$ cat config.mk
export PLATFORM = sky130hd
export DESIGN_NAME = fdct_mul_pipe
export DESIGN_NICKNAME = d
export VERILOG_FILES = /design/src/rtl/fdct_mul_pkg.sv /design/src/rtl/fdct_mul_round_sat.sv /design/src/rtl/fdct_mul_pipe.sv
export SDC_FILE = /design/constraint.sdc
export NUM_CORES = 1
export LEC_CHECK = 0
export CAP_MARGIN = 5
export CORE_MARGIN = 2
export CORE_UTILIZATION = 50
export DETAILED_ROUTE_END_ITERATION = 8
export HOLD_SLACK_MARGIN = 0.08
export PLACE_DENSITY = 0.68
export SLEW_MARGIN = 20
export SYNTH_ARGS = -nofsm -noshare
export SYNTH_HDL_FRONTEND = slang
export SYNTH_HIERARCHICAL = 1
export SYNTH_SLANG_ARGS = --single-unit
$ cat constraint.sdc
create_clock -name ap_clk -period 15.35 [get_ports ap_clk]
set_input_delay 1.535 -clock ap_clk [delete_from_list [all_inputs] [get_ports ap_clk]]
set_output_delay 1.535 -clock ap_clk [all_outputs]
set_load 0.02 [all_outputs]
$ cat src/rtl/fdct_mul_pkg.sv
// Shared types and helpers for the FDCT constant-coefficient multiplier.
// Imported by the multiplier pipeline and its round/saturate stage.
package fdct_mul_pkg;

   localparam int   MAX_STAGE    = 6;
   localparam logic SAT_POS_SIGN = 1'b0;
   localparam logic SAT_NEG_SIGN = 1'b1;

   typedef logic [MAX_STAGE-1:0] stage_vld_t;

   function automatic int full_w(input int a, input int b);
      return a + b;
   endfunction

endpackage

$ cat src/rtl/fdct_mul_round_sat.sv
// Rounding arithmetic right shift followed by signed saturation.
// Maps an exact product onto the narrower output word.
module fdct_mul_round_sat
   import fdct_mul_pkg::*;
#(
   parameter int SHIFT     = 0,
   parameter int ROUND     = 0,
   parameter int IN_W      = 30,
   parameter int OUT_WIDTH = 29
) (
   input  logic signed [IN_W-1:0]      prod_i,
   output logic signed [OUT_WIDTH-1:0] dout_o,
   output logic                        sat_o
);

   // One guard bit so the rounding add can never wrap.
   localparam int EXT_W = IN_W + 1;
   localparam int RSH   = (SHIFT > 0) ? SHIFT - 1 : 0;
   localparam logic signed [EXT_W-1:0] ONE = 1;
   localparam logic signed [EXT_W-1:0] RND =
      (ROUND != 0 && SHIFT > 0) ? (ONE <<< RSH) : '0;

   logic signed [EXT_W-1:0] sum;
   logic signed [EXT_W-1:0] shr;

   assign sum = $signed({prod_i[IN_W-1], prod_i}) + RND;
   assign shr = sum >>> SHIFT;

   generate
      if (OUT_WIDTH >= EXT_W) begin : g_wide
         assign dout_o = OUT_WIDTH'(shr);
         assign sat_o  = 1'b0;
      end else begin : g_sat
         localparam logic [OUT_WIDTH-1:0] SAT_MAX =
            {SAT_POS_SIGN, {(OUT_WIDTH-1){~SAT_POS_SIGN}}};
         localparam logic [OUT_WIDTH-1:0] SAT_MIN =
            {SAT_NEG_SIGN, {(OUT_WIDTH-1){~SAT_NEG_SIGN}}};

         logic [EXT_W-OUT_WIDTH:0] hi;
         logic                     fits;

         // Fits when every bit above the output sign equals it.
         assign hi   = shr[EXT_W-1:OUT_WIDTH-1];
         assign fits = (&hi) | (~|hi);

         always_comb begin
            sat_o  = ~fits;
            dout_o = shr[OUT_WIDTH-1:0];
            if (!fits) begin
               dout_o = shr[EXT_W-1] ? SAT_MIN : SAT_MAX;
            end
         end
      end
   endgenerate

endmodule

$ cat src/rtl/fdct_mul_pipe.sv
// Elastic pipelined signed x unsigned multiplier for the FDCT datapath.
// Valid/ready flow control with a single global advance enable.
module fdct_mul_pipe
   import fdct_mul_pkg::*;
#(
   parameter int DIN0_WIDTH = 16,
   parameter int DIN1_WIDTH = 14,
   parameter int NUM_STAGE  = 3,
   parameter int SHIFT      = 0,
   parameter int ROUND      = 0,
   parameter int OUT_WIDTH  = 29
) (
   input  logic                         ap_clk,
   input  logic                         ap_rst_n,
   input  logic                         in_valid,
   output logic                         in_ready,
   input  logic signed [DIN0_WIDTH-1:0] din0,
   input  logic        [DIN1_WIDTH-1:0] din1,
   output logic                         out_valid,
   input  logic                         out_ready,
   output logic signed [OUT_WIDTH-1:0]  dout,
   output logic                         dout_sat
);

   localparam int FW = full_w(DIN0_WIDTH, DIN1_WIDTH);
   localparam stage_vld_t STAGE_MASK = stage_vld_t'((1 << NUM_STAGE) - 1);
   localparam stage_vld_t LAST_BIT   = stage_vld_t'(1 << (NUM_STAGE - 1));

   function automatic logic signed [FW-1:0] mul(
      input logic signed [DIN0_WIDTH-1:0] a,
      input logic        [DIN1_WIDTH-1:0] b
   );
      logic signed [FW-1:0] ax;
      logic signed [FW-1:0] bx;
      ax = FW'(a);
      bx = $signed(FW'(b));
      return ax * bx;
   endfunction

   logic                        rdy_q;
   logic                        adv;
   logic                        acc;
   logic                        last_ld;
   stage_vld_t                  vld_q;
   stage_vld_t                  vld_d;
   logic signed [FW-1:0]        prod;
   logic signed [OUT_WIDTH-1:0] rs_dout;
   logic                        rs_sat;
   logic signed [OUT_WIDTH-1:0] dout_q;
   logic                        sat_q;

   assign out_valid = |(vld_q & LAST_BIT);
   assign adv       = !out_valid || out_ready;
   assign in_ready  = rdy_q && adv;
   assign acc       = in_valid && in_ready;
   assign vld_d     = adv ? ({vld_q[MAX_STAGE-2:0], acc} & STAGE_MASK)
                          : vld_q;

   always_ff @(posedge ap_clk or negedge ap_rst_n) begin
      if (!ap_rst_n) begin
         rdy_q <= 1'b0;
         vld_q <= '0;
      end else begin
         rdy_q <= 1'b1;
         vld_q <= vld_d;
      end
   end

   generate
      if (NUM_STAGE == 1) begin : g_s1
         assign prod    = mul(din0, din1);
         assign last_ld = acc;
      end else begin : g_sn
         logic signed [DIN0_WIDTH-1:0] a_q;
         logic        [DIN1_WIDTH-1:0] b_q;

         always_ff @(posedge ap_clk or negedge ap_rst_n) begin
            if (!ap_rst_n) begin
               a_q <= '0;
               b_q <= '0;
            end else if (acc) begin
               a_q <= din0;
               b_q <= din1;
            end
         end

         assign last_ld = adv && vld_q[NUM_STAGE-2];

         if (NUM_STAGE == 2) begin : g_s2
            assign prod = mul(a_q, b_q);
         end else begin : g_s3
            logic signed [FW-1:0] p_q [2:NUM_STAGE-1];

            // Data only moves with a valid item, so idle inputs never leak in.
            always_ff @(posedge ap_clk or negedge ap_rst_n) begin
               if (!ap_rst_n) begin
                  for (int s = 2; s <= NUM_STAGE - 1; s++) begin
                     p_q[s] <= '0;
                  end
               end else begin
                  if (adv && vld_q[0]) begin
                     p_q[2] <= mul(a_q, b_q);
                  end
                  for (int s = 3; s <= NUM_STAGE - 1; s++) begin
                     if (adv && vld_q[s-2]) begin
                        p_q[s] <= p_q[s-1];
                     end
                  end
               end
            end

            assign prod = p_q[NUM_STAGE-1];
         end
      end
   endgenerate

   fdct_mul_round_sat #(
      .SHIFT    (SHIFT),
      .ROUND    (ROUND),
      .IN_W     (FW),
      .OUT_WIDTH(OUT_WIDTH)
   ) u_rs (
      .prod_i(prod),
      .dout_o(rs_dout),
      .sat_o (rs_sat)
   );

   always_ff @(posedge ap_clk or negedge ap_rst_n) begin
      if (!ap_rst_n) begin
         dout_q <= '0;
         sat_q  <= 1'b0;
      end else if (last_ld) begin
         dout_q <= rs_dout;
         sat_q  <= rs_sat;
      end
   end

   assign dout     = dout_q;
   assign dout_sat = sat_q;

endmodule
==> results.rst, run 1 <==
.. list-table::
   :header-rows: 1

   * - Metric
     - Value
   * - Hold-critical path depth
     - 2
   * - Run status
     - complete, no violations
   * - Remaining DRCs
     - 0
   * - Top_reg_cell synth
     - sky130_fd_sc_hd__dfrtp_1
   * - Met3 layer usage reported by global route
     - 0.02156
   * - Synth Area per Inst
     - between 10 and 15 um^2
   * - First-pass GRT wire length
     - ~44000 um
   * - Vias after detailed routing
     - a little over 8000
   * - Depth of the CTS H-tree
     - 3
   * - Routing usage on met2
     - 0.3833
   * - Setup Fix Bufs, Post-CTS
     - 0
   * - Clock transition time at the flip-flop clock pins of the worst setup and hold paths
     - 0.08 ns
   * - Hold crit path type
     - flop to flop
   * - Vias in the first global route
     - a little under 9000
   * - Worst Clk Skew
     - 0.01335 ns
   * - Post_cts resized
     - 0
   * - Fin crit share
     - 0.4113
   * - Routed wire length per instance
     - around 17 um
   * - Biggest fanout along the worst timing path
     - 17
   * - Mapped cell area
     - 0.01213 mm^2
   * - Clock tree sinks
     - 94
   * - Antenna cells
     - 0
   * - Hold_buf cts
     - 0
   * - I/O pins
     - between 60 and 70
   * - Async SR Flop Fraction
     - 1.000
   * - Kind of start point of the critical path
     - flop
   * - DRT Wirelength
     - approximately 26000 um
   * - Via-to-Cell Ratio
     - ~5.2
   * - Final RePlAce weighted congestion
     - 0.8446
   * - Number of flops mapped to enable cells by yosys
     - 0
   * - Pin count of the biggest net entering global routing
     - a little over 60
   * - Period minus WS final
     - ~6.3 ns
   * - Number of pins with negative max-slew slack in the final report
     - 0
   * - Met1 track demand over resource
     - 0.2742
   * - Starting Density
     - 0.5137
   * - Unrepaired setup endpoints after global routing
     - no
   * - R2R depth
     - 22
   * - Worst-Margin Slew
     - 0.8341 ns
   * - Post-detail-place hpwl
     - 20310 um
   * - Height of the die
     - 159.8 um
   * - Number of hold violations in the final report
     - 0
   * - Proportion of synthesized chip area in sequential cells
     - 0.1939
   * - Layout area overhead
     - 9.449%
   * - Max Clk Rate
     - approximately 160 MHz
   * - Crit path capture type
     - flop
   * - Area taken by flip-flops and latches
     - between 0.002 and 0.0025 mm^2
   * - Relative slew slack
     - 0.4436
   * - Number of DRC markers in iteration 0
     - 399
   * - Die Wd
     - 159.8 um
   * - Crit Path Category
     - flop to flop
   * - Yosys warning total
     - 6
   * - Antenna violations before repair
     - 0
   * - Cells after Synth
     - 1193
   * - Overflow left after global routing
     - 0
   * - Library cell used as clock root buffer
     - sky130_fd_sc_hd__clkbuf_16
   * - Setup slack of the critical path after layout
     - between 9 and 10 ns
   * - Final count of negative-setup-slack endpoints
     - 0
   * - Remaining antenna violation count after routing
     - 0
   * - GRT Total Usage
     - 0.2125
   * - Fill cell instance count of the final layout
     - approximately 2100
   * - Die area
     - between 0.02 and 0.03 mm^2
   * - Global routing's busiest layer
     - met2
   * - Maximum Capacitance Violations
     - 0
   * - Port buffer count
     - 65
   * - #FFs+latches synth
     - 94
   * - Rows
     - 56
   * - Worst slack, placed
     - 9.060 ns
   * - Critical Path AT
     - about 6.6 ns
   * - CTS tree
     - built
   * - Maximum count of clock buffers along a single path
     - 2
   * - Netlist cell types
     - 58
   * - Critical path data required time
     - approximately 16 ns
   * - Fraction of final layout cells sized beyond drive strength 1
     - 0.09202
   * - Total negative setup slack
     - 0 ns
   * - Floorplan core area
     - between 0.02 and 0.025 mm^2
   * - TritonCTS buffer count
     - 9
   * - Footprint of the multi-input gates
     - around 0.0087 mm^2
   * - First-pass detailed-route iteration total
     - 5
   * - Post-layout net count
     - 1545
   * - Insertion delay of the later-clocked pin in the worst-skew pair
     - 0.36 ns
   * - Syn Nets
     - roughly 1500
==> cell usage after synthesis, types with 2 or more instances <==
library cell	number	area, um^2
sky130_fd_sc_hd__a211o_1	2	17.52
sky130_fd_sc_hd__and2_1	143	894.6
sky130_fd_sc_hd__buf_6	3	33.78
sky130_fd_sc_hd__nand3_1	7	35.03
sky130_fd_sc_hd__o21ai_0	26	130.1
sky130_fd_sc_hd__mux2_2	61	686.9
sky130_fd_sc_hd__and3_1	5	31.28
sky130_fd_sc_hd__nand2b_1	4	25.02
sky130_fd_sc_hd__clkbuf_1	43	161.4
sky130_fd_sc_hd__o21bai_1	2	15.01
sky130_fd_sc_hd__o31ai_1	4	30.03
sky130_fd_sc_hd__a31oi_1	3	18.77
sky130_fd_sc_hd__nand2_1	126	473.0
sky130_fd_sc_hd__a21oi_2	3	26.28
sky130_fd_sc_hd__o2111ai_1	4	35.03
sky130_fd_sc_hd__ha_1	74	925.9
sky130_fd_sc_hd__xor2_1	9	78.83
sky130_fd_sc_hd__inv_1	232	870.8
sky130_fd_sc_hd__nor2_1	9	33.78
sky130_fd_sc_hd__or3_1	2	12.51
sky130_fd_sc_hd__dfrtp_1	94	2352
sky130_fd_sc_hd__a211oi_1	3	22.52
sky130_fd_sc_hd__nor4_1	2	12.51
sky130_fd_sc_hd__nor3_1	3	15.01
sky130_fd_sc_hd__nand4_1	2	12.51
sky130_fd_sc_hd__buf_1	2	7.510
sky130_fd_sc_hd__or4_1	2	15.01
sky130_fd_sc_hd__o21a_1	4	30.03
sky130_fd_sc_hd__a21o_1	31	232.7
sky130_fd_sc_hd__o21ai_1	2	10.01
sky130_fd_sc_hd__a21o_2	10	87.58
sky130_fd_sc_hd__o21ai_2	2	17.52
sky130_fd_sc_hd__a21oi_1	20	100.1
sky130_fd_sc_hd__a31o_2	2	17.52
sky130_fd_sc_hd__fa_1	214	4284
sky130_fd_sc_hd__xnor2_1	16	140.1
==> placed cells by master (no fill, tap or decap), drive strengths merged, types with 4 or more instances in the layout <==
cell type      netlist  layout
ha                  74      74
inv                233     236
nand3                7       7
nand2              127     127
a21oi               24      24
mux2                61      61
fa                 214     214
and3                 5       5
a211oi               4       4
a21o                41      41
clkdlybuf4s50        0      64
nand2b               4       4
xnor2               16      16
dfrtp               94      94
o31ai                5       5
o21ai               30      30
buf                  7       5
clkbuf              43       9
xor2                 9       9
o21a                 4       4
and2               144     144
nor2                10      10
o2111ai              4       4
==> routing by layer <==
layer	wire length, um	share of wire
met5	0	0
met4	498	0.019
met3	586	0.023
met2	13650	0.53
met1	10860	0.42
==> layout make-up <==
type / count / area share
Clock inverter: 7 / 0.005184
Tap cell: 319 / 0.03007
Multi-Input combinational cell: 816 / 0.6536
Inverter: 233 / 0.06588
Clock buffer: 9 / 0.01697
Timing Repair Buffer: 69 / 0.05108
Sequential cell: 94 / 0.1772
==> flip-flops by register name (all words and copies together) (netlist names) <==
name	flops
rdy_q	1
g_sn.g_s3.p_q	30
g_sn.a_q	16
dout_sat	1
dout	29
vld_q	3
g_sn.b_q	14
==> cell families after synthesis <==
logic type	Yosys count	synth area share
AOI/OAI and AO/OA	130	0.07819
xor gates and xnor gates	25	0.01805
adders and majority gates	288	0.4295
buffers and inverters	283	0.09088
DFF	94	0.1939
muxes	61	0.05663
other	1	0.0003092
and+or+nand+nor	311	0.1325
==> final timing paths <==
kind                             start  slack [ns]                 to
setup / recovery           g_sn.b_q[0]        9.04  g_sn.g_s3.p_q[29]
hold / removal                vld_q[1]        0.47           vld_q[2]
setup reg to reg           g_sn.b_q[0]        9.04  g_sn.g_s3.p_q[29]
hold reg to reg               vld_q[1]        0.47           vld_q[2]
max in group asynchronous     ap_rst_n       13.03           dout[23]
min in group asynchronous     ap_rst_n        1.12           dout[24]
==> worst max-delay path: stages, from the launching register on <==
cell and delay, ns:
sky130_fd_sc_hd__dfrtp_1 0.58, sky130_fd_sc_hd__and2_1 0.28, sky130_fd_sc_hd__fa_1 0.54, sky130_fd_sc_hd__inv_1 0.06, sky130_fd_sc_hd__fa_1 0.52, sky130_fd_sc_hd__inv_1 0.05, sky130_fd_sc_hd__fa_1 0.49, sky130_fd_sc_hd__inv_1 0.05
sky130_fd_sc_hd__fa_1 0.52, sky130_fd_sc_hd__inv_1 0.05, sky130_fd_sc_hd__fa_1 0.48, sky130_fd_sc_hd__inv_1 0.05, sky130_fd_sc_hd__fa_1 0.48, sky130_fd_sc_hd__inv_1 0.04, sky130_fd_sc_hd__ha_1 0.35, sky130_fd_sc_hd__o21a_1 0.14
sky130_fd_sc_hd__o21ai_1 0.25, sky130_fd_sc_hd__a211o_1 0.21, sky130_fd_sc_hd__a21oi_2 0.09, sky130_fd_sc_hd__o41ai_4 0.43, sky130_fd_sc_hd__o21ai_2 0.12, sky130_fd_sc_hd__or3_1 0.36, sky130_fd_sc_hd__nand3_1 0.08
==> through the flow <==
stage | util | cells | hold slack (ns) | cell area (um^2)
floorplan | - | 1193 | 0.4365 | 12130
global placement | 0.5497 | 1531 | 0.4491 | 12980
detailed placement | 0.5497 | 1531 | 0.4521 | 12980
CTS | 0.5621 | 1547 | 0.4734 | 13270
global route | 0.5622 | 1547 | 0.5020 | 13280
finish | 0.5622 | 1547 | 0.4726 | 13280
Power of run 1 is not shown: default switching activity piles up to over one toggle a cycle in this logic, so the estimate is an artifact.
==> inputs of run 2 (changes only) <==
--- a/config.mk
+++ b/config.mk
@@ -10,7 +10,7 @@
 export CORE_UTILIZATION = 50
 export DETAILED_ROUTE_END_ITERATION = 8
 export HOLD_SLACK_MARGIN = 0.08
-export PLACE_DENSITY = 0.68
+export PLACE_DENSITY = 0.71
 export SLEW_MARGIN = 20
 export SYNTH_ARGS = -nofsm -noshare
 export SYNTH_HDL_FRONTEND = slang
==> constraint.sdc (replaced) <==
create_clock -name ap_clk -period 5.4 [get_ports ap_clk]
set_input_delay 0.54 -clock ap_clk [delete_from_list [all_inputs] [get_ports ap_clk]]
set_output_delay 0.54 -clock ap_clk [all_outputs]
set_load 0.02 [all_outputs]
==> results.rst, run 2 (same netlist as run 1, synthesis figures left out) <==
.. list-table::
   :header-rows: 1

   * - Metric
     - Value
   * - Number of hold violations in the final report
     - 0 (unchanged)
   * - First-pass GRT wire length
     - 46430 um (+6.7%)
   * - Clock tree sinks
     - 94 (unchanged)
   * - Setup slack of the critical path after layout
     - -0.3356 ns (-9.371 ns)
   * - Number of pins with negative max-slew slack in the final report
     - 0 (unchanged)
   * - Rows
     - 56 (unchanged)
   * - GRT Total Usage
     - 0.2270 (+0.01449)
   * - Remaining DRCs
     - 0 (unchanged)
   * - Via-to-Cell Ratio
     - 5.060 (-3.3%)
   * - I/O pins
     - 66 (unchanged)
   * - Height of the die
     - 159.8 um (unchanged)
   * - Maximum Capacitance Violations
     - 0 (unchanged)
   * - Unrepaired setup endpoints after global routing
     - yes
   * - Commonest cells after routing, fill and taps aside
     - sky130_fd_sc_hd__inv_1, sky130_fd_sc_hd__fa_1, sky130_fd_sc_hd__and2_1
   * - Biggest fanout along the worst timing path
     - 7 (-10)
   * - Period minus WS final
     - 5.736 ns (-0.5785 ns)
   * - Max Clk Rate
     - 174.3 MHz (+10%)
   * - Vias after detailed routing
     - 8496 (+4.9%)
   * - Library cell used as clock root buffer
     - sky130_fd_sc_hd__clkbuf_16
   * - Hold_buf cts
     - 0 (unchanged)
   * - Floorplan core area
     - 0.02361 mm^2 (unchanged)
   * - Antenna violations before repair
     - 0 (unchanged)
   * - Post-route worst hold slack
     - 0.1638 ns (-0.3088 ns)
   * - Die Wd
     - 159.8 um (unchanged)
   * - Post-detail-place hpwl
     - 21860 um (+7.6%)
   * - Final RePlAce weighted congestion
     - 0.8436 (-0.12%)
   * - Maximum count of clock buffers along a single path
     - 2 (unchanged)
   * - Max reg flops
     - 30 (unchanged)
   * - Relative slew slack
     - 0.3039 (-0.1397)
   * - Run status
     - finished with violations
   * - Worst Clk Skew
     - 0.01091 ns (-0.002441 ns)
   * - Depth of the CTS H-tree
     - 3 (unchanged)
   * - Port buffer count
     - 65 (unchanged)
   * - Overflow left after global routing
     - 0 (unchanged)
   * - R2R depth
     - 22 (unchanged)
   * - First-pass detailed-route iteration total
     - 6 (+1)
   * - Layout area overhead
     - 20.74%
   * - Number of DRC markers in iteration 0
     - 368 (-7.8%)
   * - Post-layout net count
     - 1677 (+8.5%)
   * - Kind of start point of the critical path
     - flop
   * - Hold crit path type
     - input pin to async pin
   * - Antenna cells
     - 0 (unchanged)
   * - Starting Density
     - 0.5137 (unchanged)
   * - Fin crit share
     - 1.062 (+0.6508)
   * - Critical path data required time
     - 5.70 ns (-9.95 ns)
   * - Vias in the first global route
     - 9511 (+8.7%)
   * - Remaining antenna violation count after routing
     - 0 (unchanged)
   * - Clock transition time at the flip-flop clock pins of the worst setup and hold paths
     - 0.08 ns (about the same)
   * - TritonCTS buffer count
     - 9 (unchanged)
   * - Failing checks
     - negative setup slack
   * - Minimum setup slack among reg-to-reg paths
     - -0.34 ns (-9.37 ns)
   * - Routed wire length per instance
     - 15.88 um (-4.0%)
   * - Critical Path AT
     - 6.03 ns (-0.58 ns)
   * - Die area
     - 0.02552 mm^2 (unchanged)
   * - CTS tree
     - built
   * - Final count of negative-setup-slack endpoints
     - 15 (+15)
   * - Most frequent standard cell in the layout excluding fill and tap cells
     - sky130_fd_sc_hd__inv_1
   * - Fraction of final layout cells sized beyond drive strength 1
     - 0.2279 (+0.1359)
   * - Crit path capture type
     - flop
   * - DRT Wirelength
     - 26660 um (+4.2%)
   * - Insertion delay of the later-clocked pin in the worst-skew pair
     - 0.36 ns (about the same)
   * - Crit Path Category
     - flop to flop
   * - Worst-Margin Slew
     - 1.044 ns (+0.2100 ns)
   * - Top reg by flops
     - g_sn.g_s3.p_q
   * - Pin count of the biggest net entering global routing
     - 58 (-6.5%)
run 2: worst paths after layout:
kind,start,endpoint
max,g_sn.b_q[3],g_sn.g_s3.p_q[29]
min,ap_rst_n,g_sn.a_q[3]
max reg2reg,g_sn.b_q[3],g_sn.g_s3.p_q[29]
min reg2reg,g_sn.g_s3.p_q[3],g_sn.g_s3.p_q[3]
max in group asynchronous,ap_rst_n,dout[2]
min in group ap_clk,g_sn.g_s3.p_q[3],g_sn.g_s3.p_q[3]
run 2: through the flow:
| step | setup TNS, ns | worst slack (ns) | util | std cells | instance area (um^2) |
|---|---|---|---|---|---|
| floorplan | -0.7244 | -0.2435 | - | 1193 | 12300 |
| global placement | -2.560 | -0.2894 | 0.5924 | 1652 | 13990 |
| detailed placement | -3.278 | -0.3520 | 0.5924 | 1652 | 13990 |
| CTS | -2.148 | -0.3115 | 0.6122 | 1672 | 14460 |
| global route | -6.147 | -0.4869 | 0.6202 | 1679 | 14650 |
| finish | -3.264 | -0.3356 | 0.6202 | 1679 | 14650 |
run 2: metal layers:
layer  track usage  routed length (um)  part of all wire
met1        0.2844               11070              0.42
met4       0.06322                 567             0.021
met5             0                   0                 0
met2        0.4183               14250              0.53
met3       0.02182                 768             0.029
run 2: layout make-up:
type	count	area [um^2]
Tap cell	319	399.1
Multi-Input combinational cell	816	9000
Inverter	233	874.6
Clock buffer	9	225.2
Timing Repair Buffer	201	1695
Fill cell	1959	8967
Clock inverter	7	80.08
Sequential cell	94	2371
run 2: repair_timing:
item / 4_1_cts / 5_1_grt
endpoints found under the setup margin: 15 / 18
gates resized for setup: 37 / 36
pin swaps: 31 / 26
buffers inserted: 4 / 7
cloned: 0 / 0
run 2: critical path: stages, from the launching register on:
cell and delay [ns]:
sky130_fd_sc_hd__dfrtp_2 0.46, sky130_fd_sc_hd__and2_4 0.16, sky130_fd_sc_hd__fa_1 0.55, sky130_fd_sc_hd__inv_2 0.04, sky130_fd_sc_hd__fa_1 0.54, sky130_fd_sc_hd__inv_1 0.05
sky130_fd_sc_hd__fa_1 0.47, sky130_fd_sc_hd__inv_1 0.05, sky130_fd_sc_hd__fa_1 0.47, sky130_fd_sc_hd__inv_1 0.05, sky130_fd_sc_hd__fa_1 0.50, sky130_fd_sc_hd__inv_2 0.04
sky130_fd_sc_hd__fa_1 0.51, sky130_fd_sc_hd__inv_2 0.05, sky130_fd_sc_hd__ha_4 0.26, sky130_fd_sc_hd__o21a_1 0.11, sky130_fd_sc_hd__o21ai_2 0.13, sky130_fd_sc_hd__a211o_1 0.18
sky130_fd_sc_hd__a21oi_4 0.09, sky130_fd_sc_hd__o41ai_4 0.43, sky130_fd_sc_hd__o21ai_2 0.11, sky130_fd_sc_hd__or3_1 0.32, sky130_fd_sc_hd__nand3_1 0.09
Power of run 2 is left out for the same reason.
